[src/rtl/ahb_rsp_mux_if.sv]
// AHB-Lite data-phase response bundle between the decoder/slaves, the response mux and the master.
// The mux takes the slave modport; the master modport drives selects and slave responses.
interface ahb_rsp_mux_if #(
    parameter int NUM_SLV = 8,
    parameter int DW      = 32
);
    logic [NUM_SLV-1:0]    HSEL_VEC;
    logic [1:0]            HTRANS;
    logic [NUM_SLV*DW-1:0] HRDATA_S;
    logic [NUM_SLV-1:0]    HREADYOUT_S;
    logic [NUM_SLV-1:0]    HRESP_S;
    logic [DW-1:0]         HRDATA;
    logic                  HREADY;
    logic                  HRESP;
    logic [NUM_SLV-1:0]    TIMEOUT_STAT;

    modport slave (
        input  HSEL_VEC, HTRANS, HRDATA_S, HREADYOUT_S, HRESP_S,
        output HRDATA, HREADY, HRESP, TIMEOUT_STAT
    );

    modport master (
        output HSEL_VEC, HTRANS, HRDATA_S, HREADYOUT_S, HRESP_S,
        input  HRDATA, HREADY, HRESP, TIMEOUT_STAT
    );
endinterface

[src/rtl/ahb_rsp_mux.sv]
// AHB-Lite slave-to-master response mux with a built-in default slave (two-cycle ERROR).
// Optional stall watchdog enabled by defining AHB_RSP_MUX_TIMEOUT_EN.
module ahb_rsp_mux #(
    parameter int            NUM_SLV       = 8,
    parameter int            DW            = 32,
    parameter logic [DW-1:0] DEFAULT_RDATA = 32'hDEADBEEF,
    parameter int            TIMEOUT_CYC   = 256
) (
    input  logic         HCLK,
    input  logic         HRESETn,
    ahb_rsp_mux_if.slave bus
);
    // ERR1 is the combinational first error cycle presented while still in OKAY.
    typedef enum logic {ST_OKAY, ST_ERR2} state_e;

    localparam bit CFG_OK = (NUM_SLV >= 1) && (NUM_SLV <= 16) && (TIMEOUT_CYC >= 2);

    state_e             state_q, state_d;
    logic [NUM_SLV-1:0] sel_q, sel_d;
    logic               act_q, act_d;
    logic [NUM_SLV-1:0] tstat;

    logic [DW-1:0] slv_rdata;
    logic          slv_ready, slv_resp;
    logic          sel_none, sel_multi, sel_flagged, dec_err, valid_sel;
    logic [DW-1:0] hrdata;
    logic          hready, hresp;

    // NOTE: every output of a combinational block gets a default first so no latch is inferred.
    always_comb begin
        slv_rdata = '0;
        slv_ready = 1'b1;
        slv_resp  = 1'b0;
        for (int i = 0; i < NUM_SLV; i++) begin
            if (sel_q[i]) begin
                slv_rdata = bus.HRDATA_S[i*DW +: DW];
                slv_ready = bus.HREADYOUT_S[i];
                slv_resp  = bus.HRESP_S[i];
            end
        end
    end

    // A misconfigured instance answers every transfer through the default slave.
    always_comb begin
        sel_none    = (sel_q == '0);
        sel_multi   = ((sel_q & (sel_q - NUM_SLV'(1))) != '0);
        sel_flagged = ((sel_q & tstat) != '0);
        dec_err     = (sel_none && act_q) || sel_multi || sel_flagged || !CFG_OK;
        valid_sel   = !sel_none && !sel_multi && !sel_flagged;
    end

    always_comb begin
        state_d = state_q;
        hready  = 1'b1;
        hresp   = 1'b0;
        hrdata  = DEFAULT_RDATA;
        unique case (state_q)
            ST_OKAY: begin
                if (dec_err) begin
                    hready  = 1'b0;
                    hresp   = 1'b1;
                    state_d = ST_ERR2;
                end else if (valid_sel) begin
                    hrdata = slv_rdata;
                    hready = slv_ready;
                    hresp  = slv_resp;
                end
            end
            ST_ERR2: begin
                hresp   = 1'b1;
                state_d = ST_OKAY;
            end
        endcase
    end

    always_comb begin
        sel_d = hready ? bus.HSEL_VEC : sel_q;
        act_d = hready ? (bus.HTRANS inside {2'b10, 2'b11}) : act_q;
    end

    // NOTE: sequential state uses non-blocking assignments so all registers update together.
    always_ff @(posedge HCLK or negedge HRESETn) begin
        if (!HRESETn) begin
            state_q <= ST_OKAY;
            sel_q   <= '0;
            act_q   <= 1'b0;
        end else begin
            state_q <= state_d;
            sel_q   <= sel_d;
            act_q   <= act_d;
        end
    end

`ifdef AHB_RSP_MUX_TIMEOUT_EN
    localparam int CW = $clog2(TIMEOUT_CYC + 1);

    logic [CW-1:0]      cnt_q, cnt_d;
    logic [NUM_SLV-1:0] tstat_q, tstat_d;
    logic               stall, timeout_hit;

    // The flag lands on the timeout edge, so the next cycle decodes as ERR1.
    always_comb begin
        stall       = (state_q == ST_OKAY) && valid_sel && !slv_ready;
        timeout_hit = stall && (cnt_q == CW'(TIMEOUT_CYC - 1));
        tstat_d     = timeout_hit ? (tstat_q | sel_q) : tstat_q;
        cnt_d       = cnt_q;
        if (hready || timeout_hit) begin
            cnt_d = '0;
        end else if (stall) begin
            cnt_d = cnt_q + CW'(1);
        end
    end

    always_ff @(posedge HCLK or negedge HRESETn) begin
        if (!HRESETn) begin
            cnt_q   <= '0;
            tstat_q <= '0;
        end else begin
            cnt_q   <= cnt_d;
            tstat_q <= tstat_d;
        end
    end

    assign tstat = tstat_q;
`else
    assign tstat = '0;
`endif

    assign bus.HRDATA       = hrdata;
    assign bus.HREADY       = hready;
    assign bus.HRESP        = hresp;
    assign bus.TIMEOUT_STAT = tstat;
endmodule

[src/flat_wrapper.sv]
// flat-port wrapper written by rule: the top's interface ports become plain ports
module ahb_rsp_mux_flat 
#(
    parameter int            NUM_SLV       = 8,
    parameter int            DW            = 32,
    parameter logic [DW-1:0] DEFAULT_RDATA = 32'hDEADBEEF,
    parameter int            TIMEOUT_CYC   = 256
)
  (HCLK, HRESETn, bus_HSEL_VEC, bus_HTRANS, bus_HRDATA_S, bus_HREADYOUT_S, bus_HRESP_S, bus_HRDATA, bus_HREADY, bus_HRESP, bus_TIMEOUT_STAT);
  ahb_rsp_mux_if #(.NUM_SLV(NUM_SLV), .DW(DW)) bus_i ();
  input  logic HCLK;
  input  logic HRESETn;
  input wire logic [$bits(bus_i.HSEL_VEC)-1:0] bus_HSEL_VEC;
  input wire logic [$bits(bus_i.HTRANS)-1:0] bus_HTRANS;
  input wire logic [$bits(bus_i.HRDATA_S)-1:0] bus_HRDATA_S;
  input wire logic [$bits(bus_i.HREADYOUT_S)-1:0] bus_HREADYOUT_S;
  input wire logic [$bits(bus_i.HRESP_S)-1:0] bus_HRESP_S;
  output wire logic [$bits(bus_i.HRDATA)-1:0] bus_HRDATA;
  output wire logic [$bits(bus_i.HREADY)-1:0] bus_HREADY;
  output wire logic [$bits(bus_i.HRESP)-1:0] bus_HRESP;
  output wire logic [$bits(bus_i.TIMEOUT_STAT)-1:0] bus_TIMEOUT_STAT;
  assign bus_i.HSEL_VEC = bus_HSEL_VEC;
  assign bus_i.HTRANS = bus_HTRANS;
  assign bus_i.HRDATA_S = bus_HRDATA_S;
  assign bus_i.HREADYOUT_S = bus_HREADYOUT_S;
  assign bus_i.HRESP_S = bus_HRESP_S;
  assign bus_HRDATA = bus_i.HRDATA;
  assign bus_HREADY = bus_i.HREADY;
  assign bus_HRESP = bus_i.HRESP;
  assign bus_TIMEOUT_STAT = bus_i.TIMEOUT_STAT;
  ahb_rsp_mux #(.NUM_SLV(NUM_SLV), .DW(DW), .DEFAULT_RDATA(DEFAULT_RDATA), .TIMEOUT_CYC(TIMEOUT_CYC)) u_core (.HCLK(HCLK), .HRESETn(HRESETn), .bus(bus_i));
endmodule
[config.mk]
export PLATFORM = sky130hd
export DESIGN_NAME = ahb_rsp_mux_flat
export DESIGN_NICKNAME = d
export VERILOG_FILES = /design/src/rtl/ahb_rsp_mux_if.sv /design/src/rtl/ahb_rsp_mux.sv /design/src/flat_wrapper.sv
export SDC_FILE = /design/constraint.sdc
export NUM_CORES = 1
export LEC_CHECK = 0
export BUFFER_PORTS_ARGS = -buffer_cell sky130_fd_sc_hd__buf_2
export CAP_MARGIN = 15
export CORE_AREA = 8 8 120 122
export CTS_CLUSTER_DIAMETER = 60
export DETAILED_ROUTE_END_ITERATION = 7
export DIE_AREA = 0 0 128 130
export GPL_ROUTABILITY_DRIVEN = 0
export PLACE_DENSITY = 0.73
export SYNTH_ARGS = -nofsm -noshare
export SYNTH_HDL_FRONTEND = slang
export SYNTH_SLANG_ARGS = --single-unit
[constraint.sdc]
create_clock -name HCLK -period 2.5 [get_ports HCLK]
set_input_delay 0.125 -clock HCLK [delete_from_list [all_inputs] [get_ports HCLK]]
set_output_delay 0.125 -clock HCLK [all_outputs]
set_load 0.02 [all_outputs]
Word level (Yosys, flattened, before mapping). Cells that the tools add are included.

Word-level logic and storage cells: 51. Register bits: 10. Output and inout port bits: 42.

Mux-type cells: 35. Bitwise gates (word level): 2. Reductions and logical operators: 8. Add/sub/neg operators: 1. Eq/ne operators: 2.

Operator list (count): 32-bit two-way mux (11); 1-bit two-way mux (22); 8-bit bitwise AND (1); 8-bit zero test (1); 8-bit nonzero test (1); 8-bit by 1-bit subtractor with 8-bit output, second input constant (1); 2-bit equality test, second input constant (2); 1-bit case mux with 2 select lines (2); 1-bit logical AND (2); 1-bit zero test (2); 2-bit nonzero test (1); 1-bit logical OR (1); 1-bit inverter (1).

Longest topological paths before layout.
Depth after elaboration: 11. Gate-level depth with buffers: 8. Gate-level depth less buffers: 5.

Worst setup path after synthesis. OpenSTA, ideal clock, no wires.

Path kind: register to output. Start point: register u_core.sel_q[3]. End point: output bus_HRDATA[14]. Required time: 2.375 ns. Arrival time: 2.417 ns. Path slack: -0.042 ns. Cell stages (with the launch flop): 8. Cell sequence: dfrtp_1 > buf_6 > or4_1 > buf_2 > or3_4 > a21o_1 > buf_2 > a211oi_1.

Longest elaborated chain between the ends: 8. Elaborated cells between the ends (all ways): 17. Those cells by class: add/sub: 1; mux: 8; bitwise: 1; reduce/logical: 7.

RTL lines: start, declared (line ahb_rsp_mux.sv:19) `logic [NUM_SLV-1:0] sel_q, sel_d;`; start signal, assigned (line ahb_rsp_mux.sv:89) `sel_q <= sel_d;`; 8-bit by 1-bit subtractor with 8-bit output / 32-bit two-way mux (equally long branches) (line ahb_rsp_mux.sv:46, ahb_rsp_mux.sv:35); 8-bit bitwise AND / 32-bit two-way mux (equally long branches) (line ahb_rsp_mux.sv:46, ahb_rsp_mux.sv:35); 8-bit nonzero test / 32-bit two-way mux (equally long branches) (line ahb_rsp_mux.sv:46, ahb_rsp_mux.sv:35); 1-bit zero test / 32-bit two-way mux (equally long branches) (line ahb_rsp_mux.sv:49, ahb_rsp_mux.sv:35); 1-bit logical AND / 32-bit two-way mux (equally long branches) (line ahb_rsp_mux.sv:49, ahb_rsp_mux.sv:35); 32-bit two-way mux (line ahb_rsp_mux.sv:63) `end else if (valid_sel) begin`; 32-bit two-way mux * (line ahb_rsp_mux.sv:59) `if (dec_err) begin`; 32-bit two-way mux * (line ahb_rsp_mux.sv:57) `unique case (state_q)`; end, declared (line flat_wrapper.sv:18) `output wire logic [$bits(bus_i.HRDATA)-1:0] bus_HRDATA;`.

Mark *: on every way between the ends. The rest lies on a longest branch, timed or not.

Worst setup path in the final report.
Start point: register u_core.sel_q[2]. End point: output bus_HRDATA[18].

Longest elaborated chain between the ends: 9. Elaborated cells between the ends (all ways): 18. Those cells by class: add/sub: 1; mux: 9; bitwise: 1; reduce/logical: 7.

RTL lines (line): branches (longest 7 deep; another with 8-bit by 1-bit subtractor with 8-bit output); 32-bit two-way mux * (ahb_rsp_mux.sv:59); 32-bit two-way mux * (ahb_rsp_mux.sv:57).

Every way passes the cells marked *.

==> flow_metrics.env <==
export IMPL_worst_r2r_cell_count=9
export IMPL_worstReg2RegStart="u_core.sel_q[2]"
export IMPL_fmax_mhz=385
export IMPL_hold_path_class="in2reg"
export IMPL_diodes=0
export IMPL_status="finished, violations left"
export IMPL_routedWlPerCell_um=20.3
export IMPL_ys_types=46
export IMPL_dieArea_sq_um=16600
export IMPL_crit_path_end_kind="output pin"
export IMPL_cts_root_buf="clkbuf_16"
export IMPL_synth_avg_cell_area_sq_um=6.63
export IMPL_drc=0
export IMPL_wirelength_mm=19.4
export IMPL_cts_tree="yes"
export IMPL_viasPerCell=5.47
export IMPL_async_flop_share_pct=100
export IMPL_min_period_over_period_pct=104
export IMPL_peakVddDrop_mv=0.432
export IMPL_nNetsFinal=1070
export IMPL_yosysMostFrequentCell="nand2_1"
export IMPL_syn_area_sq_um=3190
export IMPL_coreArea_sq_um=12400
export IMPL_finalCriticalPeriod_ps=2600
export IMPL_drive_gt1_share_pct=51.8
export IMPL_tns_ps=-501
export IMPL_vias=5226
export IMPL_cts_htree_levels=1
export IMPL_cp_required_ps=2380
export IMPL_synth_edff_count=0
export IMPL_seq_area_frac_synth_pct=7.85
export IMPL_hp_start="bus_HSEL_VEC[1]"
export IMPL_worstHoldPathCells=2
export IMPL_path_clk_slew_ps=40
export IMPL_grt_usage_pct=20.1
export IMPL_synth_common_cells="nand2_1, clkbuf_1, nor2b_1, o21ai_0, a221oi_1"
export IMPL_p_clk_share_pct=5.6
export IMPL_hold_viol_final=0
export IMPL_portBuffers=316
export IMPL_dr_pass1_iters=5
export IMPL_setup_viol=19
export IMPL_crit_fanout=11
export IMPL_grt_pass1_wl_mm=26.2
export IMPL_path_class="reg2out"
export IMPL_yosysTopAreaCell="a221oi_1"
export IMPL_synthFlopType="dfrtp_1"
export IMPL_syn_to_final_growth_pct=73.7
export IMPL_first_global_vias=4833
export IMPL_relSlewSlack_pct=60.3
export IMPL_worstMarginPinSlew_ps=593
export IMPL_netSwitchingFraction_pct=56.5
export IMPL_cap_viol_max_count=0
export IMPL_powerDensity_nw_per_um2=893
export IMPL_grt_antenna_before_repair=2
export IMPL_synth_top_cell_area_share_pct=9.34
export IMPL_fin_worst_skew_ps=0.288
export IMPL_synth_area_top_cells="a221oi_1, dfrtp_1, nor2b_1"
export IMPL_rows=41
export IMPL_fin_util_pct=44.6
export IMPL_maxSlewViolCount=0
export IMPL_whs_ps=119
export IMPL_grt_setup_unrepaired="yes"
export IMPL_p_comb_share_pct=87.4
export IMPL_worst_slack_ps=-98.1
export IMPL_arrival_ps=2470
export IMPL_die_y_um=130
export IMPL_yosysWarnings=0
export IMPL_violations="setup timing"
export IMPL_clock_latency_ps=230
export IMPL_r2r_end="u_core.sel_q[7]"
export IMPL_grt_overflow=0
export IMPL_ant_nets=0
export IMPL_syn_inst=481
export IMPL_grt_max_degree=57
export IMPL_p_leak_nw=2.49
export IMPL_cts_buffers_inserted=3
export IMPL_hold_path_end="u_core.sel_q[1]"
export IMPL_switching_power_w=0.00280
export IMPL_synth_seq_cells=10
export IMPL_die_x_um=128
export IMPL_drtIter0Drc=467
export IMPL_crit_path_start_kind="flip-flop"
export IMPL_cts_sinks=10
export IMPL_reg2reg_setup_slack_ps=10
export IMPL_start_util_pct=25.7
export IMPL_ios=326
export IMPL_seqPwrFrac_pct=7.0
export IMPL_post_dp_hpwl_mm=15.3
export IMPL_max_clock_path_buffers=2
export IMPL_p_int_w=0.00215
-- worst max-delay path by stage --
stage	from	endpoint	cells after the start
final	u_core.sel_q[2]	bus_HRDATA[18]	8
after global placement	u_core.sel_q[3]	u_core.sel_q[3]	6
after detailed placement	u_core.sel_q[3]	bus_HRDATA[18]	7
after global routing	u_core.sel_q[2]	bus_HRDATA[18]	8
after floorplan	u_core.sel_q[3]	bus_HRDATA[14]	7
after CTS	u_core.sel_q[3]	bus_HRDATA[18]	7
-- cell families (layout without fill, tap and decap cells) --
kind of cell | after synthesis | in the layout | share of synthesized area, %
AO/OA/AOI/OAI | 222 | 222 | 49.7
adder cells (fa/ha/maj) | 1 | 1 | 0.314
buffers and inverters | 71 | 367 | 9.73
flip-flops | 10 | 10 | 7.85
multiplexers | 16 | 16 | 6.43
other | 1 | 8 | 0.118
AND/OR/NAND/NOR | 160 | 160 | 25.9
-- power by group through the flow --
stage / logic [W] / clock network, W / registers, W
after floorplan: 0.00268 / 0 / 0.000278
after global placement: 0.00395 / 0 / 0.000333
after detailed placement: 0.00399 / 0 / 0.000335
after CTS: 0.00407 / 0.000282 / 0.000337
after global routing: 0.00467 / 0.000293 / 0.000359
final: 0.00432 / 0.000278 / 0.000346
-- flip-flops by register name, summed over array words and instances, names as in the netlist --
| register | cells |
|---|---|
| u_core.act_q | 1 |
| u_core.sel_q | 8 |
| u_core.state_q | 1 |
-- routing by layer --
| metal | track usage, % | vias to the layer above | part of all wire, % |
|---|---|---|---|
| met5 | 0 | - | 0.13 |
| met4 | 3.15 | 4 | 1.5 |
| met3 | 5.63 | 29 | 11 |
| met2 | 32.0 | 335 | 47 |
| met1 | 26.7 | 2383 | 41 |
| li1 | - | 2475 | - |
-- through the flow --
step	total power (W)	instances	cell area, sq um	setup WS (ps)
5_1_grt	0.00532	956	5540	-172
4_1_cts	0.00469	946	5130	-107
3_3_place_gp	0.00428	940	4990	120
2_1_floorplan	0.00296	488	3220	-42.5
3_5_place_dp	0.00432	940	4990	50.5
6_report	0.00495	956	5540	-98.1
-- critical path, stage by stage, from the launching register on --
cell and delay, ps:
dfrtp_2 420, buf_8 130, a2111o_1 430, a311o_1 390, a21o_1 200, buf_6 160, a311oi_2 190, o21ai_1 130
buf_4 190
-- area by class of cell --
type	instances	area, sq um
Timing Repair Buffer	357	2150
Inverter	7	26.3
Sequential cell	10	255
Multi-Input combinational cell	407	2820
Fill cell	1300	6880
Clock buffer	3	75.1
Tap cell	172	215
-- layout by cell type, fill, tap and decap left out, drive strengths merged, types with 15 or more instances in the layout --
cell type	n
a221oi	34
nand2b	26
a22oi	24
nand3	20
a21oi	27
o21ai	39
nand2	55
o31ai	22
buf	354
nor3	15
o2111ai	19
nor2b	36
a31oi	20
-- what timing repair did --
item / CTS / global route
setup endpoints to repair: 32 / 29
hold buffers: 1 / 0
pin swaps: 2 / 3
gates resized for setup: 9 / 71
gates cloned: 0 / 3
setup buffers: 2 / 8
endpoints found under the hold margin: 10 / 0
Power figures use the tool's default switching activity.
